==> src/rtl/rlc_pio_pkg.sv <==
// Shared definitions for the RLC game PIO input port: register offsets,
// edge-capture modes and a constant clog2 helper.
package rlc_pio_pkg;

  typedef enum logic [1:0] {
    REG_DATA = 2'd0,
    REG_MASK = 2'd1,
    REG_RSVD = 2'd2,
    REG_EDGE = 2'd3
  } reg_e;

  localparam int EDGE_RISE = 0;
  localparam int EDGE_FALL = 1;
  localparam int EDGE_ANY  = 2;

  function automatic int clog2(input int n);
    int r;
    r = 0;
    for (int v = n - 1; v > 0; v = v >> 1) r++;
    return r;
  endfunction

endpackage

==> src/rtl/rlc_pio_in_chan.sv <==
// One PIO input channel: input register (two-flop synchroniser when
// RLC_PIO_IN_SYNC_EN is defined), edge detect, MASK/EDGE registers, irq.
module rlc_pio_in_chan
  import rlc_pio_pkg::*;
#(
  parameter int WIDTH     = 9,
  parameter int EDGE_MODE = EDGE_RISE
) (
  input  logic             clk,
  input  logic             reset,
  input  logic [WIDTH-1:0] din_i,
  input  logic             mask_we_i,
  input  logic             edge_we_i,
  input  logic [WIDTH-1:0] wdata_i,
  output logic [WIDTH-1:0] data_o,
  output logic [WIDTH-1:0] mask_o,
  output logic [WIDTH-1:0] edge_o,
  output logic             irq_o
);

  logic [WIDTH-1:0] d_q, prev_q, mask_q, mask_d, edge_q, edge_d, det;

`ifdef RLC_PIO_IN_SYNC_EN
  logic [WIDTH-1:0] meta_q;

  always_ff @(posedge clk or posedge reset) begin
    if (reset) begin
      meta_q <= '0;
      d_q    <= '0;
    end else begin
      meta_q <= din_i;
      d_q    <= meta_q;
    end
  end
`else
  always_ff @(posedge clk or posedge reset) begin
    if (reset) d_q <= '0;
    else       d_q <= din_i;
  end
`endif

  always_comb begin
    case (EDGE_MODE)
      EDGE_FALL: det = ~d_q & prev_q;
      EDGE_ANY:  det = d_q ^ prev_q;
      default:   det = d_q & ~prev_q;
    endcase
  end

  // A fresh edge on a bit overrides a W1C to that same bit.
  assign edge_d = (edge_q & ~(edge_we_i ? wdata_i : '0)) | det;
  assign mask_d = mask_we_i ? wdata_i : mask_q;

  always_ff @(posedge clk or posedge reset) begin
    if (reset) begin
      prev_q <= '0;
      mask_q <= '0;
      edge_q <= '0;
    end else begin
      prev_q <= d_q;
      mask_q <= mask_d;
      edge_q <= edge_d;
    end
  end

  assign data_o = d_q;
  assign mask_o = mask_q;
  assign edge_o = edge_q;
  assign irq_o  = |(edge_q & mask_q);

endmodule

==> src/rtl/rlc_game_pio_in.sv <==
// Multi-channel Avalon-MM PIO input port with edge capture and masked irq.
// Build option: define RLC_PIO_IN_SYNC_EN for two-flop input synchronisers.
module rlc_game_pio_in
  import rlc_pio_pkg::*;
#(
  parameter int NUM_CH    = 2,
  parameter int WIDTH     = 9,
  parameter int EDGE_MODE = EDGE_RISE,
  parameter int ADDR_W    = clog2(NUM_CH) + 2
) (
  input  logic                    clk,
  input  logic                    reset,
  input  logic [ADDR_W-1:0]       address,
  input  logic                    chipselect,
  input  logic                    write_n,
  input  logic [31:0]             writedata,
  input  logic [NUM_CH*WIDTH-1:0] in_port,
  output logic [31:0]             readdata,
  output logic                    irq
);

  logic [ADDR_W-1:0] ch_sel;
  reg_e              reg_sel;
  logic              wr_en;
  logic [WIDTH-1:0]  data_a [NUM_CH];
  logic [WIDTH-1:0]  mask_a [NUM_CH];
  logic [WIDTH-1:0]  edge_a [NUM_CH];
  logic [NUM_CH-1:0] irq_a;
  logic [WIDTH-1:0]  rd_val;
  logic [31:0]       readdata_d, readdata_q;
  logic              unused_wdata;

  assign ch_sel       = address >> 2;
  assign reg_sel      = reg_e'(address[1:0]);
  assign wr_en        = chipselect & ~write_n;
  assign unused_wdata = ^writedata;

  // Channel indices with no instance never match a hit, so out-of-range
  // writes fall through and reads return zero.
  for (genvar gi = 0; gi < NUM_CH; gi++) begin : g_chan
    logic chan_hit;
    assign chan_hit = (ch_sel == ADDR_W'(gi));

    rlc_pio_in_chan #(
      .WIDTH     (WIDTH),
      .EDGE_MODE (EDGE_MODE)
    ) u_chan (
      .clk       (clk),
      .reset     (reset),
      .din_i     (in_port[gi*WIDTH +: WIDTH]),
      .mask_we_i (wr_en & chan_hit & (reg_sel == REG_MASK)),
      .edge_we_i (wr_en & chan_hit & (reg_sel == REG_EDGE)),
      .wdata_i   (writedata[WIDTH-1:0]),
      .data_o    (data_a[gi]),
      .mask_o    (mask_a[gi]),
      .edge_o    (edge_a[gi]),
      .irq_o     (irq_a[gi])
    );
  end

  always_comb begin
    rd_val = '0;
    for (int i = 0; i < NUM_CH; i++) begin
      if (ch_sel == ADDR_W'(i)) begin
        case (reg_sel)
          REG_DATA: rd_val = data_a[i];
          REG_MASK: rd_val = mask_a[i];
          REG_EDGE: rd_val = edge_a[i];
          default:  rd_val = '0;
        endcase
      end
    end
  end

  assign readdata_d = 32'(rd_val);

  always_ff @(posedge clk or posedge reset) begin
    if (reset) readdata_q <= '0;
    else       readdata_q <= readdata_d;
  end

  assign readdata = readdata_q;
  assign irq      = |irq_a;

endmodule

==> config.mk <==
export PLATFORM = sky130hd
export DESIGN_NAME = rlc_game_pio_in
export DESIGN_NICKNAME = d
export VERILOG_FILES = /design/src/rtl/rlc_pio_pkg.sv /design/src/rtl/rlc_pio_in_chan.sv /design/src/rtl/rlc_game_pio_in.sv
export SDC_FILE = /design/constraint.sdc
export NUM_CORES = 1
export LEC_CHECK = 0
export ABC_AREA = 1
export BUFFER_PORTS_ARGS = -buffer_cell sky130_fd_sc_hd__buf_2
export CELL_PAD_IN_SITES_DETAIL_PLACEMENT = 0
export CELL_PAD_IN_SITES_GLOBAL_PLACEMENT = 2
export CORE_MARGIN = 2
export CORE_UTILIZATION = 31
export CTS_CLUSTER_DIAMETER = 80
export DETAILED_ROUTE_END_ITERATION = 16
export GPL_TIMING_DRIVEN = 0
export PLACE_DENSITY = 0.82
export SLEW_MARGIN = 40
export SYNTH_ARGS = -nofsm -noshare
export SYNTH_HDL_FRONTEND = slang
export SYNTH_HIERARCHICAL = 1
export SYNTH_SLANG_ARGS = --single-unit
==> constraint.sdc <==
create_clock -name clk -period 1.8 [get_ports clk]
set_clock_uncertainty 0.15 [all_clocks]
set_input_delay 0.36 -clock clk [delete_from_list [all_inputs] [get_ports clk]]
set_output_delay 0.36 -clock clk [all_outputs]
set_load 0.005 [all_outputs]
==> qor.csv <==
metric,value,unit
initial antenna violation count,0,
failing checks,negative setup slack,
core area,0.01094,mm^2
Vias,2808,
reg2reg setup slack,0.60,ns
die area,0.01218,mm^2
CTS clock-pin slew for the worst setup and hold paths,0.06,ns
Setup-failing EPs final,1,
Initial Util,0.3208,
biggest area consumer among synthesized cells,dfrtp_1,
sequential cell area,0.002027,mm^2
Peak Freq,0.5185,GHz
status,"finished, violations left",
clk root buf,clkbuf_16,
Area contributors post-synth,"dfrtp_1 58%, nand2_1 14%, nand3_1 8.1%",
# fillers,1123,
reg2reg path depth,6,
CP arrival,1.42,ns
cell row count,38,
VDD IR-drop max,0.5947,mV
WP depth,6,
RSZ-0062 raised after global routing,yes,
# clock sinks,81,
Critical Path End Type,primary output,
Worst Min Path Start,writedata[1],
DR vias/cell,4.340,
DR pass1 iterations,4,
#FFs+latches synth,81,
Syn-to-layout area delta,32.20,%
critical path's top delay family,simple AND/OR/NAND/NOR gates,
Overall Power,4.674,mW
Die Span Y,110.4,um
worst flop-to-flop path endpoint,readdata[0]$_DFF_PP0_,
drt initial violations,94,
Die X-Extent,110.4,um
fin. max-slew vios,0,
grt ovf,0,
Detail Placement HPWL,6.042,mm
ant diodes,0,
Mapped Area,0.003508,mm^2
gpl congestion,0.7856,
Final Hold Fails,0,
Slew @ Worst Pin,0.6497,ns
worst min-delay path category,in -> reg,
H-Tree Depth,3,
crit path buf inv count,1,
Worst Hold End,g_chan[1].u_chan/mask_o[1]$_DFFE_PP0P_,
pin count of the biggest net entering global routing,37,
clk buf depth,2,
"Slowest-stage cell, CP",dfrtp_1,
Leakage,2.390,nW
fraction of layout cells with a size suffix above 1,0.2446,
max incr delay on CP,0.38,ns
worst path cell trace,"nand2_1, nand3_2, nor2_2, nand2_2, or2_4, buf_6",
gr usage total,0.1601,
Max Cap Viol,0,
IO Pins,90,
number of synthesis warnings,6,
vias in the first global route,2849,
final WL,8.729,mm
PortBufs,43,
P per Cell Area,1008,mW/mm^2
fin nets,559,
Avg WL per Cell,13.49,um
CP startpoint kind,flop,
Cell variety after synth,17,
top cell type's share of synthesized area,0.5777,
worst setup margin,-0.1285,ns
"commonest cells after routing, fill and taps aside","126 x nand2_1, 81 x dfrtp_1, 55 x nand3_1, 46 x buf_2, 38 x inv_1",
Synth Instances,393,
CP max FO,2,
worst endpoint required time,1.29,ns
area of the multi-input gates,0.001116,mm^2
hold_ws,0.1433,ns
Mean Syn Cell Area,8.927,um^2
final setup TNS,-0.1285,ns
fin util,0.4241,
"most common cell after layout, fill and taps aside",nand2_1,
clock latency at the later pin of the worst-skew pair,0.34,ns
CTS buffer count,9,
Hold Crit Depth,3,
DRC,0,
reg2reg start,g_chan[0].u_chan/edge_o[0]$_DFF_PP0_,
post-route minimum period,1.928,ns
Final ANT Viol Nets,0,
Worst slew margin,0.5663,
crit share post-route,1.071,
kind of critical path,reg -> out,
global-route wire length before repair,14.22,mm
CTS tree,built,
"Seq/Total Area, Yosys",0.5777,
[report_power, final]
part	internal (mW)	leakage, nW	switching, mW
Combinational	0.298	1.33	0.343
Clock	1.21	0.152	0.720
Sequential	2.00	0.905	0.107
Total	3.50	2.39	1.17
[metrics by stage]
| stage | worst slack, ns | cell area (um^2) | std cells |
|---|---|---|---|
| CTS | -0.1678 | 4594 | 644 |
| global placement | -0.08306 | 3981 | 598 |
| global route | -0.1939 | 4638 | 647 |
| finish | -0.1285 | 4638 | 647 |
| floorplan | 0.3825 | 3591 | 415 |
| detailed placement | -0.0005808 | 4009 | 599 |
[cell usage after synthesis, drive strengths merged]
cell type  number
conb            1
nor2            9
nand2         127
or2             1
clkinv          1
nand3          58
dfrtp          81
o21ai          36
buf            38
inv            41
[worst max-delay path by stage]
stage                                          from                                   end  slack (ns)
2_1_floorplan  g_chan[1].u_chan/edge_o[7]$_DFF_PP0_                                   irq        0.38
4_1_cts        g_chan[0].u_chan/edge_o[2]$_DFF_PP0_                                   irq       -0.17
6_report       g_chan[0].u_chan/edge_o[2]$_DFF_PP0_                                   irq       -0.13
3_3_place_gp                                  reset  g_chan[0].u_chan/data_o[1]$_DFF_PP0_       -0.08
3_5_place_dp                             address[1]  g_chan[1].u_chan/edge_o[4]$_DFF_PP0_     -0.0006
5_1_grt        g_chan[0].u_chan/edge_o[2]$_DFF_PP0_                                   irq       -0.19
[what timing repair did]
item	in CTS	in global routing
buffers inserted	10	3
endpoints found under the hold margin	46	0
hold buffers	19	0
setup endpoints to repair	1	1
resized for setup	2	6
pin swaps	4	9
[cells by family (layout without fill, tap and decap cells)]
family | count (synthesis) | count (layout) | share of synthesized area
AND/OR/NAND/NOR | 195 | 195 | 0.2336
AO/OA/AOI/OAI | 36 | 36 | 0.05350
buffers and inverters | 80 | 172 | 0.1341
other | 1 | 23 | 0.001069
flip-flops | 81 | 81 | 0.5777
[worst min-delay path: cells and delay by family]
| kind | cells | cell delay [ns] |
|---|---|---|
| AO/OA/AOI/OAI | 1 | 0.05 |
| buffers and inverters | 1 | 0.13 |
| AND/OR/NAND/NOR | 1 | 0.05 |
[metal layers]
layer,global-route usage,share of wire
met4,0.05536,0.016
met1,0.2024,0.45
met3,0.03762,0.048
met2,0.2691,0.49
met5,0,0
[registers in the layout (all words and copies together), names as in the netlist]
name,count
g_chan.u_chan/edge_o,18
g_chan.u_chan/data_o,18
g_chan.u_chan/mask_o,18
readdata,9
g_chan.u_chan/prev_q,18
[cell type report]
class,count,area share
Tap cell,140,0.03777
Inverter,42,0.03426
Multi-Input combinational cell,254,0.2406
Clock buffer,10,0.04937
Clock inverter,6,0.01780
Timing Repair Buffer,76,0.1157
Buffer,38,0.06744
Sequential cell,81,0.4370
Power figures use the tool's default switching activity.
